<file path="src/rtl/image_capture_buffer.sv">
// Image capture buffer: binarizes a 32x32 grayscale frame and runs the TPU on it.
// Optional BINARIZE_INVERT_EN: dark pixels (below THRESHOLD) become 1 bits.
module image_capture_buffer #(
    parameter logic [7:0]  THRESHOLD = 8'd128,
    parameter logic [15:0] TIMEOUT   = 16'd60000
) (
    input  logic          clk,
    input  logic          iRst_n,
    input  logic          pix_valid,
    output logic          pix_ready,
    input  logic [7:0]    pix_data,
    input  logic          pix_last,
    output logic [1023:0] image_out,
    output logic          tpu_ena,
    output logic          tpu_rstn,
    input  logic          tpu_done,
    input  logic [3:0]    tpu_num,
    input  logic          tpu_overflow,
    output logic [3:0]    result,
    output logic          result_valid,
    output logic          result_overflow,
    output logic          frame_err,
    output logic          busy
);

    typedef enum logic [1:0] {
        FILL,
        TPU_RST,
        RUN,
        RESULT
    } state_t;

    state_t      state;
    state_t      state_n;
    logic [9:0]  idx;
    logic        rst_cnt;
    logic [15:0] to_cnt;
    logic        timed_out;
    logic        xfer;
    logic        pix_bit;
    logic        at_end;
    logic        frame_ok;
    logic        frame_bad;
    logic        run_expire;

    assign xfer = pix_valid & pix_ready;

`ifdef BINARIZE_INVERT_EN
    assign pix_bit = (pix_data < THRESHOLD);
`else
    assign pix_bit = (pix_data >= THRESHOLD);
`endif

    assign at_end     = (idx == 10'd1023);
    assign frame_ok   = xfer & pix_last & at_end;
    assign frame_bad  = xfer & (pix_last ^ at_end);
    assign run_expire = (state == RUN) & ~tpu_done
                      & (to_cnt == TIMEOUT - 16'd1);

    // Next-state and state-decoded TPU control outputs
    always_comb begin
        state_n  = state;
        tpu_ena  = 1'b0;
        tpu_rstn = 1'b1;
        busy     = 1'b0;
        unique case (state)
            FILL: begin
                if (frame_ok)
                    state_n = TPU_RST;
            end
            TPU_RST: begin
                tpu_ena  = 1'b1;
                tpu_rstn = 1'b0;
                if (rst_cnt)
                    state_n = RUN;
            end
            RUN: begin
                tpu_ena = 1'b1;
                busy    = 1'b1;
                if (tpu_done || run_expire)
                    state_n = RESULT;
            end
            RESULT: begin
                tpu_ena = 1'b1;
                state_n = FILL;
            end
            default: state_n = FILL;
        endcase
    end

    // State register; pix_ready is registered and tracks the next state
    always_ff @(posedge clk or negedge iRst_n) begin
        if (!iRst_n) begin
            state     <= FILL;
            pix_ready <= 1'b0;
        end else begin
            state     <= state_n;
            pix_ready <= (state_n == FILL);
        end
    end

    // Pixel write pointer and binary image store
    always_ff @(posedge clk or negedge iRst_n) begin
        if (!iRst_n) begin
            idx       <= 10'd0;
            image_out <= '0;
        end else if (xfer) begin
            image_out[idx] <= pix_bit;
            idx            <= frame_bad ? 10'd0 : idx + 10'd1;
        end else if (state == RESULT) begin
            idx <= 10'd0;
        end
    end

    // TPU reset length counter and RUN watchdog
    always_ff @(posedge clk or negedge iRst_n) begin
        if (!iRst_n) begin
            rst_cnt   <= 1'b0;
            to_cnt    <= 16'd0;
            timed_out <= 1'b0;
        end else begin
            rst_cnt <= (state == TPU_RST) ? ~rst_cnt : 1'b0;
            to_cnt  <= (state == RUN) ? to_cnt + 16'd1 : 16'd0;
            if (state == RUN)
                timed_out <= run_expire;
        end
    end

    // Result capture and status strobes
    always_ff @(posedge clk or negedge iRst_n) begin
        if (!iRst_n) begin
            result          <= 4'hF;
            result_overflow <= 1'b0;
            result_valid    <= 1'b0;
            frame_err       <= 1'b0;
        end else begin
            result_valid <= (state == RESULT);
            frame_err    <= frame_bad | run_expire;
            if (state == RESULT) begin
                result          <= timed_out ? 4'hF : tpu_num;
                result_overflow <= timed_out ? 1'b0 : tpu_overflow;
            end
        end
    end

endmodule
</file>
<file path="config.mk">
export PLATFORM = sky130hd
export DESIGN_NAME = image_capture_buffer
export DESIGN_NICKNAME = d
export VERILOG_FILES = /design/src/rtl/image_capture_buffer.sv
export SDC_FILE = /design/constraint.sdc
export NUM_CORES = 2
export LEC_CHECK = 0
export CORE_AREA = 2 2 405 407
export CTS_CLUSTER_DIAMETER = 50
export DETAILED_ROUTE_END_ITERATION = 7
export DIE_AREA = 0 0 407 409
export GPL_ROUTABILITY_DRIVEN = 0
export PLACE_DENSITY = 0.47
export SYNTH_ARGS = -nofsm -noshare
export SYNTH_HDL_FRONTEND = slang
export SYNTH_SLANG_ARGS = --single-unit
</file>
<file path="constraint.sdc">
create_clock -name clk -period 4.6 [get_ports clk]
set_input_delay 0.92 -clock clk [delete_from_list [all_inputs] [get_ports clk]]
set_output_delay 0.92 -clock clk [all_outputs]
set_load 0.005 [all_outputs]
</file>
---- Word level (Yosys, flattened, before mapping) ----
Cells that the tools add are included.
storage, ports and cells
  register bits after elaboration ......... 1,062
  input bits .............................. 18
  output and inout bits ................... 1,035
  logic and storage cells ................. 54
operators by class
  add/sub/neg operators ................... 2
  order comparisons ....................... 3
  equal/unequal tests ..................... 5
  multiplexer cells ....................... 17
  bitwise logic cells ..................... 10
  reductions and logical operators ........ 6
operators with widths
  kind                     count
  $bwmux W1024             1
  $mux W10                 3
  $add A16 B1 Y16 const B  1
  $eq A16 B16 Y1 const B   1
  $mux W16                 1
  $lt A10 B11 Y1 const B   1
  $add A10 B1 Y10 const B  1
  $demux W1 S10            1
  $eq A10 B10 Y1 const B   1
  $ge A10 B1 Y1 const B    1
  $ge A8 B8 Y1 const B     1
  $pmux W2 S4              1
  $and A1 B1 Y1            6
  $mux W1                  6
  $mux W2                  3
  $eq A2 B2 Y1 const B     2
  $logic_not A2 Y1         2
  $mux W4                  1
  $reduce_or A3 Y1         1
  $eq A2 B1 Y1 const B     1
  $not A1 Y1               2
  $reduce_bool A2 Y1       1
  $logic_and A1 B1 Y1      1
  $logic_or A1 B1 Y1       1
  2 further kinds          2

---- Logic depth before layout (Yosys ltp) ----
  depth after elaboration ................. 7
  mapped depth ............................ 8
  gate-level depth less buffers ........... 6

---- Worst setup path after synthesis ----
No wires, ideal clock.
  kind .................................... in2reg
  start ................................... input pix_data[7]
  end ..................................... register image_out[500]
  setup time .............................. 0.066 ns
  arrival ................................. 2.075 ns
  data required time ...................... 4.534 ns
  path slack .............................. 2.459 ns
  stages on the path ...................... 6
  path buffers ............................ 4
  cells stage by stage .................... clkbuf_1 clkbuf_1 clkbuf_1 clkbuf_1 nand3_1 nand2_1
between the ends
  longest elaborated chain between the ends .. 2
ends and longest elaborated chain
  what                            RTL line  source
  start: declaration              11        input logic [7:0] pix_data,
  $ge A8 B8 Y1                    51        assign pix_bit = (pix_data >= THRESHOLD);
  $bwmux W1024                    108       image_out[idx] <= pix_bit;
  end signal: indexed assignment  108
  end: declaration                13        output logic [1023:0] image_out,
No other way between the ends.
A chain may end at the register's enable or synchronous reset.

---- Worst setup path in the final report ----
  start ................................... register state[0]
  end ..................................... output busy
between the ends
  longest elaborated chain between the ends .. 2
ends and longest elaborated chain
  what                      RTL line  source
  start: declaration        33        state_t state;
  start signal: assignment  97        state <= state_n;
  $eq A2 B2 Y1              66        unique case (state)
  $mux W1                   66
  end: declaration          23        output logic busy
No other way between the ends.

==> impl_metrics.py <==
metrics = {
    "run_status": {
        "violations": "design-rule violations",
        "status": "finished with violations",
    },
    "cts": {
        "root_buffer": "clkbuf_16",
        "cts_tree": "yes",
        "ctsHtreeMaxLevel": 4,
        "clockBufferDepth": 3,
        "cts.repair.resized": 0,
        "clk_pin_slew_ps": 60,
        "postCtsSetupBuffers": 0,
        "cts_hold_buffers": 0,
        "clk_latency_ps": 790,
        "cts-buffers-inserted": 147,
        "numClockSinks": 1062,
    },
    "synth": {
        "synth_top_area_share_pct": 59.2,
        "ys_seq_area_share_pct": 59.5,
        "syn_inst": 4989,
        "netlist_area_mm2": 0.0447,
        "syn_area_per_cell_um2": 8.96,
        "synth-adder-area-share_pct": 0.140,
        "synth_nets": 5012,
        "synthSimpleGateAreaFrac_pct": 23.2,
        "synth_seq_cells": 1062,
        "synth_area_leaders": "dfrtp_1, nand3_1, o21ai_0",
        "synth_compound_area_share_pct": 12.0,
        "yosys_warnings": 0,
        "async_flop_share_pct": 100,
        "synth_edf_count": 0,
        "synth_xor_area_share_pct": 0.235,
        "synth_top_area_cell": "dfrtp_1",
        "ys_types": 50,
        "synth-main-ff-cell": "dfrtp_1",
        "synth_top_family_by_area": "simple AND/OR/NAND/NOR gates",
        "synthMuxAreaShare_pct": 0.0224,
    },
    "global_route": {
        "gr-total-overflow": 0,
        "grt_max_degree": 189,
        "grtUsageTotal_pct": 29.2,
        "grt_first_pass_wirelength_um": 344000,
        "grt_pass1_vias": 41900,
        "antenna_found_initial": 25,
    },
    "power": {
        "p_per_area_mw_per_mm2": 354,
        "p_leak_nw": 31.1,
        "p_total_mw": 22.4,
        "vdd_drop_max_mv": 0.369,
    },
    "finish": {
        "register_area_mm2": 0.0266,
        "final_cell_mix": "nand2_1, dfrtp_1, clkdlybuf4s50_1",
        "multi_input_area_mm2": 0.0164,
        "final_common_cell": "nand2_1",
        "syn2layout_area_growth_pct": 41.8,
        "drive_gt1_share_pct": 9.18,
        "n_fill_cell": 16000,
        "nets": 5852,
    },
    "hold_path": {
        "hp-class": "input port to async pin",
    },
    "sta": {
        "final_max_slew_viol_count": 0,
        "finalCriticalPeriod_ps": 3570,
        "tns_ps": 0,
        "timing.final.crit_share_pct": 77.5,
        "setup_viol_count_final": 0,
        "rsz0062_at_grt": "no",
        "tightest_slew_ps": 1320,
        "hold_viol": 0,
        "finalClockSkew_ps": 50.1,
        "slew_headroom_pct": 11.8,
        "max_freq_mhz": 281,
    },
    "die": {
        "core_mm2": 0.162,
        "die_area_mm2": 0.166,
        "die_w_um": 407,
        "row_count": 148,
        "ios": 1053,
        "initial_utilization_pct": 27.6,
        "die_h_um": 409,
    },
    "critical_path": {
        "crit_path_top_delay_cell": "clkdlybuf4s50_1",
        "rrSetupSlack_ps": 1610,
        "max_stage_delay_ps": 760,
        "crit_arrival_ps": 2650,
        "r2r_end": "image_out[25]",
        "cp-startpoint": "state[0]",
        "end_kind": "output pin",
        "worst_ep_required_time_ps": 3680,
        "start_kind": "flop",
        "worstPathCellList": "nand2b_1 > inv_1 > clkdlybuf4s50_1",
        "crit_type": "flop to output pin",
        "reg2reg_from": "idx[5]",
        "critPathMaxFanout": 19,
        "reg2reg_depth": 4,
    },
    "route": {
        "firstDrtPassIters": 8,
        "routed.top_layer": "met4",
        "ant_nets": 0,
        "wl_um": 250000,
        "met2WireLength_um": 113000,
        "wl_per_cell_um": 30.8,
        "drt_iter0_drc": 5286,
        "vias_per_cell": 5.38,
        "wl_met3_um": 22900,
        "route.vias.total": 43700,
        "drt-met1-wl_um": 102000,
        "drc_errors": 6,
    },
    "placed_design": {
        "hpwlAfterDp_um": 161000,
        "port_buffers": 1045,
    },
    "flow_run": {
        "cap_violations": 0,
    },
}
[routing by layer]
layer  track usage, %  vias to the layer above
met2             44.6                     2384
met1             38.6                    22300
met5                0                        -
met4             13.5                        0
met3             7.52                      458
li1                 -                    18600
[state kept, by name (all words and copies together) (netlist names), 2 cells and up]
name / flops
idx: 10
image_out: 1024
result: 4
state: 2
to_cnt: 16
[power by group]
group	internal [mW]	switching, mW
clock network	7.54	4.79
logic	0.144	0.590
registers	9.37	0.0224
[through the flow]
stage | setup WS [ps] | instances | cell area, um2 | utilization (%) | hold slack, ps
after floorplan | 2460 | 4989 | 44700 | - | 426
after global placement | 895 | 7855 | 58100 | 35.8 | 444
after detailed placement | 879 | 7855 | 58100 | 35.8 | 449
after CTS | 973 | 8123 | 63400 | 39.1 | 154
after global routing | 865 | 8123 | 63400 | 39.1 | 149
final | 1030 | 8132 | 63400 | 39.1 | 126
[final cells by class]
type	count	area share (%)
Timing Repair Buffer	1220	19.5
Tap cell	2175	4.29
Inverter	8	0.0474
Multi-Input combinational cell	3390	25.9
Clock buffer	193	6.53
Antenna cell	9	0.0355
Sequential cell	1062	41.9
Clock inverter	75	1.78
[worst max-delay path: cells and delay by family (launching register included)]
kind | cells | cell delay (ps)
and+or+nand+nor | 1 | 520
buffers and inverters | 2 | 960
DFF | 1 | 420
[cell usage after synthesis, types with 3 or more instances]
master	instances
nand2_1	1118
clkbuf_1	366
buf_4	7
inv_1	8
xor2_1	7
nor2_2	24
nor3b_1	6
and3_1	8
ha_1	5
dfstp_2	4
nand3b_1	6
xnor2_1	5
buf_1	5
nor3_2	4
and3b_1	7
nor3_1	6
or3_1	6
nand4_1	7
or3b_2	3
nor2_1	51
nand2b_1	4
buf_2	151
nand3_1	1039
o21ai_0	1037
a21oi_1	3
and2_1	6
o31ai_1	4
and4_1	3
dfrtp_1	1058
[how the worst max path moves through the flow]
stage	to	cells after the start
after floorplan	image_out[500]	6
after global placement	image_out[378]	6
after detailed placement	image_out[378]	6
after CTS	busy	3
after global routing	busy	3
final	busy	3
[cells by family (layout without fill, tap and decap cells)]
group	count (synthesis)	after routing
buf+inv	537	1496
xor+xnor	12	12
mux	1	1
fa+ha+maj	5	5
other cells	0	9
compound gates	1056	1056
flops	1062	1062
simple gates	2316	2316
Note: power is estimated with default switching activity, not from simulation.
